--- config.mk ---
export PLATFORM = sky130hd
export DESIGN_NAME = cajero_param
export DESIGN_NICKNAME = d
export VERILOG_FILES = /design/src/rtl/cajero_pkg.sv /design/src/rtl/cajero_pin_colector.sv /design/src/rtl/cajero_param.sv
export SDC_FILE = /design/constraint.sdc
export NUM_CORES = 1
export LEC_CHECK = 0
export CAP_MARGIN = 30
export CORE_ASPECT_RATIO = 0.9
export CORE_MARGIN = 2
export CORE_UTILIZATION = 51
export DETAILED_ROUTE_END_ITERATION = 16
export GPL_ROUTABILITY_DRIVEN = 1
export HOLD_SLACK_MARGIN = 0.02
export PLACE_DENSITY = 0.74
export REMOVE_ABC_BUFFERS = 1
export SYNTH_ARGS = -nofsm -noshare
export SYNTH_HDL_FRONTEND = slang
export SYNTH_SLANG_ARGS = --single-unit
--- constraint.sdc ---
create_clock -name clock -period 5.64 [get_ports clock]
set_clock_uncertainty 0.05 [all_clocks]
set_input_delay 1.128 -clock clock [delete_from_list [all_inputs] [get_ports clock]]
set_output_delay 1.128 -clock clock [all_outputs]
set_load 0.02 [all_outputs]
--- src/rtl/cajero_pkg.sv ---
`default_nettype none
// +-----------------------------------------------------------------+
// | cajero_pkg : shared state encoding and transaction type codes   |
// | Rev 1.0                                                         |
// +-----------------------------------------------------------------+
package cajero_pkg;

    localparam int ESTADO_W = 6;

    localparam logic [ESTADO_W-1:0] S_IDLE           = 6'b000001;
    localparam logic [ESTADO_W-1:0] S_RECIBIENDO_PIN = 6'b000010;
    localparam logic [ESTADO_W-1:0] S_COMPARAR_PIN   = 6'b000100;
    localparam logic [ESTADO_W-1:0] S_ESPERA_MONTO   = 6'b001000;
    localparam logic [ESTADO_W-1:0] S_TRANSACCION    = 6'b010000;
    localparam logic [ESTADO_W-1:0] S_BLOQUEO        = 6'b100000;

    typedef enum logic [ESTADO_W-1:0] {
        ST_IDLE           = S_IDLE,
        ST_RECIBIENDO_PIN = S_RECIBIENDO_PIN,
        ST_COMPARAR_PIN   = S_COMPARAR_PIN,
        ST_ESPERA_MONTO   = S_ESPERA_MONTO,
        ST_TRANSACCION    = S_TRANSACCION,
        ST_BLOQUEO        = S_BLOQUEO
    } estado_e;

    localparam logic DEPOSITO = 1'b0;
    localparam logic RETIRO   = 1'b1;

endpackage
`default_nettype wire

--- src/rtl/cajero_pin_colector.sv ---
`default_nettype none
// +-----------------------------------------------------------------+
// | cajero_pin_colector : PIN digit shift register and digit count  |
// | Rev 1.0                                                         |
// +-----------------------------------------------------------------+
module cajero_pin_colector #(
    parameter int PIN_DIGITS = 4
) (
    input  logic                    clock_i,
    input  logic                    reset_i,
    input  logic                    clear_i,
    input  logic                    digito_stb_i,
    input  logic [3:0]              digito_i,
    output logic [4*PIN_DIGITS-1:0] pin_recibido_o,
    output logic                    completo_o
);

    localparam int CNT_W = $clog2(PIN_DIGITS + 1);
    localparam logic [CNT_W-1:0] ULTIMO = CNT_W'(PIN_DIGITS - 1);

    logic [CNT_W-1:0]        cuenta_q;
    logic [4*PIN_DIGITS-1:0] pin_q;
    logic [4*PIN_DIGITS-1:0] pin_d;

    generate
        if (PIN_DIGITS == 1) begin : g_un_digito
            assign pin_d = digito_i;
        end else begin : g_varios_digitos
            assign pin_d = {pin_q[4*PIN_DIGITS-5:0], digito_i};
        end
    endgenerate

    always_ff @(posedge clock_i) begin
        if (!reset_i) begin
            cuenta_q <= '0;
            pin_q    <= '0;
        end else if (clear_i) begin
            cuenta_q <= '0;
        end else if (digito_stb_i) begin
            cuenta_q <= cuenta_q + CNT_W'(1);
            pin_q    <= pin_d;
        end
    end

    // Combinational so the final strobe can advance the FSM on its own edge.
    assign completo_o     = digito_stb_i && !clear_i && (cuenta_q == ULTIMO);
    assign pin_recibido_o = pin_q;

endmodule
`default_nettype wire

--- src/rtl/cajero_param.sv ---
`default_nettype none
// +-----------------------------------------------------------------+
// | cajero_param : ATM controller - PIN check, lock, deposit/withdraw|
// | Rev 1.0                                                         |
// +-----------------------------------------------------------------+
module cajero_param
    import cajero_pkg::*;
#(
    parameter int PIN_DIGITS   = 4,
    parameter int BAL_W        = 64,
    parameter int MONTO_W      = 32,
    parameter int MAX_INTENTOS = 3,
    parameter int TIMEOUT_CYC  = 1024
) (
    input  logic                    clock,
    input  logic                    reset,
    input  logic                    tarjeta_recibida,
    input  logic                    tipo_trans,
    input  logic                    digito_stb,
    input  logic [3:0]              digito,
    input  logic [4*PIN_DIGITS-1:0] pin,
    input  logic [BAL_W-1:0]        balance_inicial,
    input  logic [MONTO_W-1:0]      monto,
    input  logic                    monto_stb,
    output logic [BAL_W-1:0]        balance,
    output logic                    balance_actualizado,
    output logic                    entregar_dinero,
    output logic                    pin_incorrecto,
    output logic                    advertencia,
    output logic                    bloqueo,
    output logic                    fondos_insuficientes,
    output logic                    desborde,
    output logic                    tiempo_agotado
);

    localparam int TMO_W = $clog2(TIMEOUT_CYC);
    localparam int INT_W = $clog2(MAX_INTENTOS + 1);
    localparam logic [TMO_W-1:0] TMO_LIMITE = TMO_W'(TIMEOUT_CYC - 2);
    localparam logic [INT_W-1:0] INT_MAX    = INT_W'(MAX_INTENTOS);
    localparam logic [INT_W-1:0] INT_AVISO  = INT_W'(MAX_INTENTOS - 1);

    estado_e             estado_q;
    logic [BAL_W-1:0]    balance_q;
    logic [MONTO_W-1:0]  monto_q;
    logic                tipo_q;
    logic [INT_W-1:0]    intentos_q;
    logic [INT_W-1:0]    intentos_d;
    logic [TMO_W-1:0]    tmo_q;
    logic                actualizado_q, entregar_q, incorrecto_q, advertencia_q;
    logic                bloqueo_q, fondos_q, desborde_q, agotado_q;

    logic [4*PIN_DIGITS-1:0] pin_recibido;
    logic                    pin_completo;
    logic                    digito_aceptado;
    logic                    colector_clear;
    logic [BAL_W:0]          suma;
    logic [BAL_W-1:0]        monto_ext;

    // Card removal outranks a strobe arriving in the same cycle.
    assign digito_aceptado = (estado_q == ST_RECIBIENDO_PIN) && tarjeta_recibida && digito_stb;
    assign colector_clear  = (estado_q != ST_RECIBIENDO_PIN);
    assign monto_ext       = BAL_W'(monto_q);
    assign suma            = {1'b0, balance_q} + (BAL_W + 1)'(monto_q);
    assign intentos_d      = intentos_q + INT_W'(1);

    cajero_pin_colector #(
        .PIN_DIGITS (PIN_DIGITS)
    ) u_colector (
        .clock_i        (clock),
        .reset_i        (reset),
        .clear_i        (colector_clear),
        .digito_stb_i   (digito_aceptado),
        .digito_i       (digito),
        .pin_recibido_o (pin_recibido),
        .completo_o     (pin_completo)
    );

    always_ff @(posedge clock) begin
        if (!reset) begin
            estado_q      <= ST_IDLE;
            balance_q     <= '0;
            monto_q       <= '0;
            tipo_q        <= DEPOSITO;
            intentos_q    <= '0;
            tmo_q         <= '0;
            actualizado_q <= 1'b0;
            entregar_q    <= 1'b0;
            incorrecto_q  <= 1'b0;
            advertencia_q <= 1'b0;
            bloqueo_q     <= 1'b0;
            fondos_q      <= 1'b0;
            desborde_q    <= 1'b0;
            agotado_q     <= 1'b0;
        end else begin
            actualizado_q <= 1'b0;
            entregar_q    <= 1'b0;
            incorrecto_q  <= 1'b0;
            advertencia_q <= 1'b0;
            fondos_q      <= 1'b0;
            desborde_q    <= 1'b0;
            agotado_q     <= 1'b0;
            case (estado_q)
                ST_IDLE: begin
                    if (tarjeta_recibida) begin
                        balance_q <= balance_inicial;
                        tmo_q     <= '0;
                        estado_q  <= ST_RECIBIENDO_PIN;
                    end
                end
                ST_RECIBIENDO_PIN: begin
                    if (!tarjeta_recibida) begin
                        estado_q <= ST_IDLE;
                    end else if (digito_stb) begin
                        tmo_q <= '0;
                        if (pin_completo) estado_q <= ST_COMPARAR_PIN;
                    end else if (tmo_q == TMO_LIMITE) begin
                        estado_q  <= ST_IDLE;
                        agotado_q <= 1'b1;
                    end else begin
                        tmo_q <= tmo_q + TMO_W'(1);
                    end
                end
                ST_COMPARAR_PIN: begin
                    if (!tarjeta_recibida) begin
                        estado_q <= ST_IDLE;
                    end else if (pin_recibido == pin) begin
                        intentos_q <= '0;
                        tmo_q      <= '0;
                        estado_q   <= ST_ESPERA_MONTO;
                    end else if (intentos_d == INT_MAX) begin
                        intentos_q <= intentos_d;
                        bloqueo_q  <= 1'b1;
                        estado_q   <= ST_BLOQUEO;
                    end else begin
                        intentos_q    <= intentos_d;
                        incorrecto_q  <= 1'b1;
                        advertencia_q <= (intentos_d == INT_AVISO);
                        tmo_q         <= '0;
                        estado_q      <= ST_RECIBIENDO_PIN;
                    end
                end
                ST_ESPERA_MONTO: begin
                    if (!tarjeta_recibida) begin
                        estado_q <= ST_IDLE;
                    end else if (monto_stb) begin
                        monto_q  <= monto;
                        tipo_q   <= tipo_trans;
                        estado_q <= ST_TRANSACCION;
                    end else if (tmo_q == TMO_LIMITE) begin
                        estado_q  <= ST_IDLE;
                        agotado_q <= 1'b1;
                    end else begin
                        tmo_q <= tmo_q + TMO_W'(1);
                    end
                end
                ST_TRANSACCION: begin
                    estado_q <= ST_IDLE;
                    if (tipo_q == DEPOSITO) begin
                        if (suma[BAL_W]) begin
                            desborde_q <= 1'b1;
                        end else begin
                            balance_q     <= suma[BAL_W-1:0];
                            actualizado_q <= 1'b1;
                        end
                    end else if (monto_ext <= balance_q) begin
                        balance_q     <= balance_q - monto_ext;
                        actualizado_q <= 1'b1;
                        entregar_q    <= 1'b1;
                    end else begin
                        fondos_q <= 1'b1;
                    end
                end
                ST_BLOQUEO: begin
                    bloqueo_q <= 1'b1;
                end
                default: begin
                    estado_q <= ST_IDLE;
                end
            endcase
        end
    end

    assign balance              = balance_q;
    assign balance_actualizado  = actualizado_q;
    assign entregar_dinero      = entregar_q;
    assign pin_incorrecto       = incorrecto_q;
    assign advertencia          = advertencia_q;
    assign bloqueo              = bloqueo_q;
    assign fondos_insuficientes = fondos_q;
    assign desborde             = desborde_q;
    assign tiempo_agotado       = agotado_q;

endmodule
`default_nettype wire

==> key figures <==
Yosys
  • Yosys warnings: 0
  • Post-synth EDFFs: 0
  • Post-synthesis mux area share: 0.5847%
  • Area of the mapped netlist: 0.01198 mm^2
  • Synthesized instance count: 1702
  • Netlist cell types: 87
  • Avg Cell Area, Syn: 7.040 um^2
  • Sequential area share after synthesis: 23.72%
  • Post-Synth Adder-Cell Area: 7.643%
  • Simple-Gate Fraction of Synth Area: 29.14%
  • Main synth FF type: dfxtp_1
  • Seq cells post-synth: 142
  • Async SR Flop Fraction: 0%
  • Post-Synth XOR/XNOR Area: 3.874%
  • Synth Area in Compound Gates: 28.45%
  • Largest family of logic cells by synthesized area: simple AND/OR/NAND/NOR gates

Place
  • Cell count after placement: 2097
  • Dpl ws: 1.337 ns
  • Post-DP HPWL: 34560 um
  • # port buffers: 193
  • GPL Wtd Cong: 1.092

STA
  • Relative slew slack: 36.93%
  • Final Setup Violations: 0
  • Fin crit period: 4.470 ns
  • Fin. Hold Viols: 0
  • RSZ-0062 raised after global routing: false
  • Final period util: 79.26%
  • Final slew viol count: 0
  • Fmax: 223.7 MHz
  • Final setup TNS: 0 ns
  • Final WS setup: 1.170 ns
  • Worst-Margin Slew: 0.9447 ns
  • Worst hold slack: 0.4170 ns

Worst setup path
  • Slowest cell on the critical path: a31o_4
  • Max FO, Critical Path: 58
  • CP Data Arrival Time: 4.78 ns
  • R2r endpoint: balance[27]
  • CP startpoint kind: flip-flop
  • First element of the critical path: monto_q[19]
  • CP Cell Sequence: inv_1, ha_1, nand2_1, or4_4, and3_1, a22o_1, nor4_4, or3_4, a31o_4, nand2_2, o31ai_1
  • Setup crit end kind: flip-flop
  • R2R depth: 11
  • Slowest stage delay, CP: 0.68 ns
  • Worst setup path end: balance[27]
  • Reg-to-reg setup timing slack: 1.17 ns
  • RR Startpoint: monto_q[19]
  • Req. time, crit path: 5.95 ns
  • Setup CP Type: flip-flop to flip-flop

Final layout
  • Antenna fix cells: 0
  • Fill cells: 2204
  • Finished Layout Cells: 2130
  • Synth-to-Final Area Change: 21.53%
  • Number of nets in the layout: 2009
  • Most frequent cells in the layout: nand2_1 (236), clkdlybuf4s50_1 (192), a21oi_1 (160), nor2_1 (156), dfxtp_1 (141)
  • Most common cell after layout, fill and taps aside: nand2_1
  • Area of the multi-input gates: 0.008358 mm^2
  • Layout cells sized above 1: 4.212%
  • Sequential Area: 0.002844 mm^2

Die
  • Number of placement rows: 53
  • Die H: 149.4 um
  • Starting Density: 51.63%
  • Total core area: 0.02321 mm^2
  • # IOs: 194
  • Die X: 165.6 um
  • Die area: 0.02474 mm^2

Hold path
  • Hold path startpoint: u_colector.cuenta_q[1]
  • Type of the worst min-delay path: flip-flop to flip-flop

Drt
  • Antenna Nets Post-Route: 0
  • Residual DRC: 0
  • Routed WL per cell: 21.76 um
  • Routed wire length: 46340 um
  • Vias/cell: 6.458
  • Vias: 13760
  • Initial DRT Pass Iterations: 6
  • 1st-iter DRT viols: 1458

Clocking
  • CTS buffer count: 17
  • Post-CTS setup buffers: 0
  • Max H-tree Level: 4
  • Clk root buf: clkbuf_16
  • CTS tree: yes
  • Clk_lat worst skew: 0.45 ns
  • Clock sink count: 142
  • Hold-fix buffers at CTS: 0
  • Post-cts resize count: 0
  • Reg clk slew, reported paths: 0.08 ns
  • Deepest clock path buffer count: 2

Pwr
  • Power per cell area: 351.4 mW/mm^2
  • Total power: 0.005118 W
  • LEAKAGE: 5.380 nW
  • Worst vdd ir: 0.2032 mV

Global routing
  • GRT overflow: 0
  • GRT met3 Usage: 10.48%
  • GR Util met1: 50.03%
  • Largest net degree at the start of global routing: 71
  • Antenna violations before repair: 0
  • GRT Total Usage: 36.84%
  • First-pass GRT wire length: 70930 um
  • Vias in the first global route: 12830
  • GR peak layer: met2
  • GR Util met2: 56.06%

Flow run
  • # Max-Cap Violations: 0

Run status
  • Status: finished, final reports clean
==> per-stage QoR <==
| stage | area [um^2] | utilization (%) |
|---|---|---|
| 2_1_floorplan | 11500 | - |
| 3_3_place_gp | 13930 | 60.02 |
| 3_5_place_dp | 13930 | 60.02 |
| 4_1_cts | 14540 | 62.66 |
| 5_1_grt | 14560 | 62.74 |
| 6_report | 14560 | 62.74 |
==> where the power goes <==
part / total [W] / internal [W] / leakage (nW) / switching, W
Clock: 0.00120 / 0.000603 / 0.297 / 0.000592
Combinational: 0.00260 / 0.000928 / 3.93 / 0.00167
Sequential: 0.00133 / 0.00112 / 1.16 / 0.000210
Total: 0.00512 / 0.00265 / 5.38 / 0.00247
==> registers in the layout, summed over array words and instances, names as in the netlist, 2 cells and up <==
| name | flops |
|---|---|
| intentos_q | 2 |
| u_colector.cuenta_q | 3 |
| monto_q | 32 |
| u_colector.pin_recibido_o | 16 |
| balance | 64 |
| estado_q | 6 |
| tmo_q | 10 |
==> worst min-delay path by stage <==
stage                             end  slack (ns)  cells after the start
2_1_floorplan  u_colector.cuenta_q[1]        0.39                      2
3_3_place_gp   u_colector.cuenta_q[1]        0.40                      2
3_5_place_dp   u_colector.cuenta_q[1]        0.41                      2
4_1_cts        u_colector.cuenta_q[1]        0.42                      2
5_1_grt                    monto_q[8]        0.44                      2
6_report       u_colector.cuenta_q[1]        0.42                      2
==> worst max-delay path: cells and delay by family (launching register included) <==
kind	cells	cell delay, ns
flops	1	0.36
fa+ha+maj	1	0.55
compound gates	3	1.23
buf+inv	1	0.06
simple gates	6	2.07
==> routing by layer <==
metal	wire [um]	vias to the layer above
met5	0	-
met4	1427	0
met2	19850	750
met3	5001	90
li1	-	6446
met1	20060	6470
==> kinds of logic after synthesis <==
family                   Yosys count
multiplexers                       7
flip-flops                       142
adder cells (fa/ha/maj)           72
XOR/XNOR                          53
AO/OA/AOI/OAI                    513
buffers and inverters            197
AND/OR/NAND/NOR                  718
==> Yosys cell counts (9+ instances only) <==
cell type | instances | area share (%)
ha_1 | 70 | 7.3
a211o_1 | 9 | 0.66
nor3_1 | 50 | 2.1
o211ai_1 | 26 | 1.6
nor2_1 | 156 | 4.9
a31oi_1 | 24 | 1.3
o2111ai_1 | 15 | 1.1
o21ai_0 | 79 | 3.3
nand4_1 | 50 | 2.6
nand2_1 | 236 | 7.4
and3_1 | 22 | 1.1
a22o_1 | 9 | 0.66
o31a_1 | 10 | 0.73
a21oi_1 | 160 | 6.7
buf_2 | 15 | 0.63
o22ai_1 | 16 | 0.84
clkbuf_1 | 88 | 2.8
o21a_1 | 17 | 1.1
or3_1 | 16 | 0.84
o31ai_1 | 15 | 0.94
a21o_1 | 17 | 1.1
a211oi_1 | 23 | 1.4
nand2b_1 | 17 | 0.89
nor2b_1 | 21 | 1.1
nand3_1 | 60 | 2.5
and2_1 | 13 | 0.68
xnor2_1 | 29 | 2.1
dfxtp_1 | 142 | 24
nor4_1 | 31 | 1.6
xor2_1 | 24 | 1.8
inv_1 | 80 | 2.5
==> layout make-up <==
cell class                 instances  share of cell area, %
clock inverter                    15                  1.280
sequential                       142                  19.53
clock buffer                      17                  2.921
multi-input combinational       1363                  57.39
timing repair buffer             210                  14.19
tap                              302                  2.595
inverter                          81                  2.088
Note: power is estimated with default switching activity, not from simulation.
